File: src/rtl/alu_op_sequencer.sv
// alu_op_sequencer: request/response front end for the registered arithmetic
// unit. Captures one operation, strobes the unit for a single cycle, waits a
// bounded number of cycles for its result flag and returns result/carry/status.
// Optional build macro ALU_SEQ_DIV_ZERO_CHECK_EN: divide requests with a zero
// divisor are answered directly with status 10 and never reach the unit.
module alu_op_sequencer #(
   parameter int unsigned DATA_WIDTH     = 16,
   parameter int unsigned TIMEOUT_CYCLES = 4,
   parameter int unsigned CNT_WIDTH      = 16
) (
   input  logic                  Clk,
   input  logic                  RST,
   input  logic                  req_valid,
   output logic                  req_ready,
   input  logic [DATA_WIDTH-1:0] req_a,
   input  logic [DATA_WIDTH-1:0] req_b,
   input  logic [1:0]            req_fun,
   output logic [DATA_WIDTH-1:0] A,
   output logic [DATA_WIDTH-1:0] B,
   output logic [1:0]            ALU_FUN,
   output logic                  Arithmaitc_Enable,
   input  logic [DATA_WIDTH-1:0] Arith_out,
   input  logic                  Arith_Flag,
   input  logic                  Carry_out,
   output logic                  rsp_valid,
   input  logic                  rsp_ready,
   output logic [DATA_WIDTH-1:0] rsp_data,
   output logic                  rsp_carry,
   output logic [1:0]            rsp_err,
   output logic [CNT_WIDTH-1:0]  op_count
);

   typedef enum logic [1:0] {
      S_IDLE,
      S_ISSUE,
      S_WAIT,
      S_RESP
   } state_t;

   localparam logic [7:0] TIMER_LAST = 8'(TIMEOUT_CYCLES - 1);
   localparam logic [1:0] ERR_OK      = 2'b00;
   localparam logic [1:0] ERR_TIMEOUT = 2'b01;
   localparam logic [1:0] ERR_DIV0    = 2'b10;

   state_t                state_q, state_d;
   logic [DATA_WIDTH-1:0] a_q, b_q;
   logic [1:0]            fun_q;
   logic [7:0]            timer_q, timer_d;
   logic [DATA_WIDTH-1:0] data_q, data_d;
   logic                  carry_q, carry_d;
   logic [1:0]            err_q, err_d;
   logic [CNT_WIDTH-1:0]  cnt_q;
   logic                  accept;
   logic                  rsp_done;
   logic                  div_zero;

   // req_ready is gated by RST so it reads 0 throughout reset even though
   // the state register already sits in IDLE.
   assign req_ready = (state_q == S_IDLE) && RST;
   assign accept    = req_valid && req_ready;
   assign rsp_done  = (state_q == S_RESP) && rsp_ready;

`ifdef ALU_SEQ_DIV_ZERO_CHECK_EN
   assign div_zero = (req_fun == 2'b11) && (req_b == '0);
`else
   assign div_zero = 1'b0;
`endif

   assign A                 = a_q;
   assign B                 = b_q;
   assign ALU_FUN           = fun_q;
   assign Arithmaitc_Enable = (state_q == S_ISSUE);
   assign rsp_valid         = (state_q == S_RESP);
   assign rsp_data          = data_q;
   assign rsp_carry         = carry_q;
   assign rsp_err           = err_q;
   assign op_count          = cnt_q;

   // State, operand, response, timer and counter registers.
   always_ff @(posedge Clk or negedge RST) begin
      if (!RST) begin
         state_q <= S_IDLE;
         a_q     <= '0;
         b_q     <= '0;
         fun_q   <= '0;
         timer_q <= '0;
         data_q  <= '0;
         carry_q <= 1'b0;
         err_q   <= '0;
         cnt_q   <= '0;
      end else begin
         state_q <= state_d;
         timer_q <= timer_d;
         data_q  <= data_d;
         carry_q <= carry_d;
         err_q   <= err_d;
         if (accept) begin
            a_q   <= req_a;
            b_q   <= req_b;
            fun_q <= req_fun;
         end
         if (rsp_done) begin
            cnt_q <= cnt_q + 1'b1;
         end
      end
   end

   // Next-state, timer and response capture.
   always_comb begin
      state_d = state_q;
      timer_d = timer_q;
      data_d  = data_q;
      carry_d = carry_q;
      err_d   = err_q;
      unique case (state_q)
         S_IDLE: begin
            if (accept) begin
               if (div_zero) begin
                  data_d  = '0;
                  carry_d = 1'b0;
                  err_d   = ERR_DIV0;
                  state_d = S_RESP;
               end else begin
                  state_d = S_ISSUE;
               end
            end
         end
         S_ISSUE: begin
            timer_d = '0;
            state_d = S_WAIT;
         end
         S_WAIT: begin
            if (Arith_Flag) begin
               data_d  = Arith_out;
               carry_d = Carry_out;
               err_d   = ERR_OK;
               state_d = S_RESP;
            end else if (timer_q == TIMER_LAST) begin
               data_d  = '0;
               carry_d = 1'b0;
               err_d   = ERR_TIMEOUT;
               state_d = S_RESP;
            end else begin
               timer_d = timer_q + 8'd1;
            end
         end
         S_RESP: begin
            if (rsp_ready) begin
               state_d = S_IDLE;
            end
         end
         default: state_d = S_IDLE;
      endcase
   end

endmodule
File: config.mk
export PLATFORM = sky130hd
export DESIGN_NAME = alu_op_sequencer
export DESIGN_NICKNAME = d
export VERILOG_FILES = /design/src/rtl/alu_op_sequencer.sv
export SDC_FILE = /design/constraint.sdc
export NUM_CORES = 1
export LEC_CHECK = 0
export BUFFER_PORTS_ARGS = -buffer_cell sky130_fd_sc_hd__clkbuf_2
export CORE_ASPECT_RATIO = 1.25
export CORE_MARGIN = 2
export CORE_UTILIZATION = 35
export DETAILED_ROUTE_END_ITERATION = 6
export GPL_TIMING_DRIVEN = 1
export PLACE_DENSITY_LB_ADDON = 0.3
export RECOVER_POWER = 25
export SLEW_MARGIN = 20
export SYNTH_ARGS = -nofsm -noshare
export SYNTH_HDL_FRONTEND = slang
export SYNTH_SLANG_ARGS = --single-unit
File: constraint.sdc
create_clock -name Clk -period 4.7 [get_ports Clk]
set_input_delay 0.235 -clock Clk [delete_from_list [all_inputs] [get_ports Clk]]
set_output_delay 0.235 -clock Clk [all_outputs]
set_load 0.02 [all_outputs]
==> results.txt <==
----------------------------------------------------
[Status]
  Status ... complete, no violations

[Global route]
  Number of antenna violations at the first check in global routing ... 0
  Via count of the first global-routing pass ... roughly 2500
  Wire length of the first global-routing pass ... roughly 12000 microns
  GRT Resource Usage Total ... between 10% and 20%
  Global route overflow ... 0
  Largest net degree at the start of global routing ... 77

[STA]
  Final count of negative-setup-slack endpoints ... 0
  Post-layout min period ... approximately 2100 ps
  Post-route clock skew ... between 7 and 8 ps
  Final worst-path cycle share ... between 40 and 50%
  Total negative slack for setup checks ... 0 ps
  Post-route worst hold slack ... 134 ps
  Hold violation total from the final report ... 0
  Worst Max-Slew Pin Slew ... ~940 ps
  Relative slew slack ... between 30% and 40%
  Maximum achievable frequency ... 473 MHz
  RSZ-0062 raised after global routing ... no
  Max Slew Vio Count ... 0

[Critical path]
  Critical path data required time ... roughly 4900 ps
  Startpoint type of the worst setup path ... flip-flop
  Highest-delay cell along the critical path ... or4b_4
  Buffers & Inverters on Critical Path ... 0
  CP max FO ... 17
  Start-to-end type of the worst setup path ... reg2reg
  Worst setup EP type ... flip-flop
  Dominant delay contributor by cell family on the critical path ... simple AND/OR/NAND/NOR gates
  Critical path cell sequence ... ha_1, or4b_4, o41ai_4, nand2_4, a22o_2
  Data arrival time of the worst path ... between 2000 and 2500 ps
  Maximum cell stage delay along the critical path ... 490 ps

[Route]
  Sum of routed wire length over all layers ... around 7000 microns
  Uppermost routed layer ... met4
  DRT met1 WL ... between 2000 and 3000 microns
  Post-DR wirelength/cell ... around 14 microns
  Routed via count ... about 2400
  DRC errors left ... 0
  Met2 routed wirelength ... 3710 microns
  Detail Route met3 WL ... 347 microns
  Drt first pass iters ... 4
  Number of routed nets with antenna violations ... 0
  Initial DRC count ... 50
  Routed vias/inst ... between 4 and 5

[Synthesis]
  Number of warning messages in the yosys log ... 0
  Number of enable-type register cells in the synthesized netlist ... 0
  Number of library cell types mapped by synthesis ... 40
  Proportion of register bits with asynchronous set or reset after synthesis ... 100%
  Post-synthesis area per instance ... 13.4 sq um
  Post-Synthesis Net Count ... slightly above 300
  Register bit count reported by yosys ... slightly below 80
  Sequential element share of the synthesized area ... 59.7%
  Cell accounting for the most synthesized area ... dfrtp_1
  Area share of the largest cell type after synthesis ... 59.7%
  Gate count of the mapped netlist ... 244
  Most used flip-flop cell after synthesis ... dfrtp_1
  Top post-synthesis cells by area ... dfrtp_1 (60%), mux2_2 (12%), a22o_1 (3.2%)
  Post-synthesis instance area ... ~3300 sq um

[Final layout]
  Final #Nets ... ~440
  Number of diodes ... 0
  Final Instance Area ... about 4300 sq um
  Synth-to-Final Area Change ... 30.9%
  Layout cell share with drive strength beyond 1 ... between 30% and 40%
  Fill count ... ~900

[Floorplanning]
  Core region area ... just over 9000 sq um
  Vertical die dimension ... 112 microns
  Ports placed on the boundary ... about 130
  Total number of placement rows ... 39
  Initial cell density of the core ... between 30 and 40%
  Die width ... approximately 90 microns
  Die area ... slightly above 10000 sq um

[Pwr]
  Static Leakage ... between 2 and 2.5 nW
  Worst IR Drop VDD ... about 0.27 mV
  Power Density ... approximately 660 nW/um^2

[Clocking]
  TritonCTS buffer count ... 9
  Post-CTS clock slew at the launch and capture registers of the worst setup and hold paths ... 60 ps
  Number of sinks handled by clock tree synthesis ... ~80
  Clock tree from TritonCTS ... yes
  Skew-Pair Late Insertion Delay ... 320 ps
  Total number of H-tree levels ... 3
  Clock buffer depth ... 2
  Clock Tree Root ... clkbuf_16

[Placement]
  Total half-perimeter wirelength after legalization and detailed placement ... 5120 microns
  Routability congestion estimate from global placement ... 0.816
  Placed cell area ... between 4000 and 5000 sq um
  Buffers added on ports ... roughly 130

[Worst hold path]
  Class of the tightest hold or removal check ... in2reg

[Run]
  Maximum Capacitance Violations ... 0

----------------------------------------------------
## synth_stat cells (2+ instances only)
cell      count
and3_1        2
nand4_1       6
or4_1         2
a31oi_1       3
xor2_1        3
a22o_2        8
and4b_1       2
and2_1        2
o21ai_0       6
a22o_1       12
nand3_1      10
nor4_1        3
clkbuf_1      5
o31ai_1       2
inv_1         9
nor2_1        7
ha_1          7
mux2_2       34
xnor2_1      12
dfrtp_1      78
nand2_1      12
## layout by cell type, fill, tap and decap left out, types with 2 or more instances in the layout
cell,n
dfrtp_1,78
clkbuf_2,71
clkbuf_1,56
mux2_2,34
nand2_1,12
a22o_1,12
xnor2_1,12
nand3_1,10
inv_1,9
clkbuf_16,9
a22o_2,8
ha_1,7
nand4_1,6
nor2_1,6
o21ai_0,6
nor4_1,3
xor2_1,3
a31oi_1,3
and2_1,2
and3_1,2
or4_1,2
and4b_1,2
o31ai_1,2
clkbuf_8,2
clkinvlp_4,2
buf_4,2
## worst register-to-register path, cell delays in order, from the launching register on
cell and delay [ps]:
dfrtp_1 400, ha_1 210, or4b_4 490, o41ai_4 430, nand2_4 220, a22o_2 260
## metrics by stage
stage,util (%),power [mW],std cells,worst slack [ps]
after CTS,47.6,2.92,504,2270
final,46.9,2.83,504,2590
after floorplan,-,1.81,244,2770
after detailed placement,44.1,2.21,487,2280
after global routing,46.9,3.01,504,2420
after global placement,44.1,2.18,487,2420
## cell type report
cell class	instances	area, sq um	share of cell area (%)
inverters	9	33.8	0.789
clock inverters	4	53.8	1.26
repair buffers	129	587	13.7
clock buffers	12	256	5.99
flip-flops and latches	78	1950	45.6
well taps	123	154	3.60
multi-input cells	149	1240	29.0
## report_power, final
group          switching (mW)  total [mW]  internal, mW
registers               0.148        1.07         0.922
logic                   0.661        1.06         0.396
clock network           0.259       0.701         0.442
## path summary, 6_finish.rpt
check                              from           end  slack [ps]  cells past startpoint
setup / recovery             timer_q[0]   rsp_data[3]        2590                      5
hold / removal             Arith_out[0]   rsp_data[0]         130                      2
setup reg to reg             timer_q[0]   rsp_data[3]        2590                      5
hold reg to reg            op_count[15]  op_count[15]         490                      1
max in group asynchronous           RST   rsp_data[5]        3200                      3
min in group asynchronous           RST   op_count[3]         280                      2
## what timing repair did
| action | 4_1_cts | 5_1_grt |
|---|---|---|
| endpoints found under the hold margin | 2 | 0 |
| hold buffers | 1 | 0 |
| buffers inserted | 0 | 0 |
| gates resized for setup | 0 | 0 |
## state kept, by name, indices dropped and copies added, names as in the netlist
| register | count |
|---|---|
| A | 16 |
| rsp_data | 16 |
| timer_q | 8 |
| op_count | 16 |
| rsp_carry | 1 |
| rsp_err | 1 |
| ALU_FUN | 2 |
| B | 16 |
| state_q | 2 |
## kinds of logic after synthesis
logic type	synth area share [%]
DFF	59.7
and+or+nand+nor	8.77
AOI/OAI and AO/OA	10.3
muxes	12.0
buffers and inverters	2.34
xor gates and xnor gates	4.02
adders and majority gates	2.68
other	0.115
## per-layer routing
metal  vias to the layer above  global-route usage, %
li1                       1148                      -
met3                         9                   3.15
met1                      1197                   16.8
met5                         -                      0
met2                        86                   25.4
met4                         0                   6.87
Power figures use the tool's default switching activity.
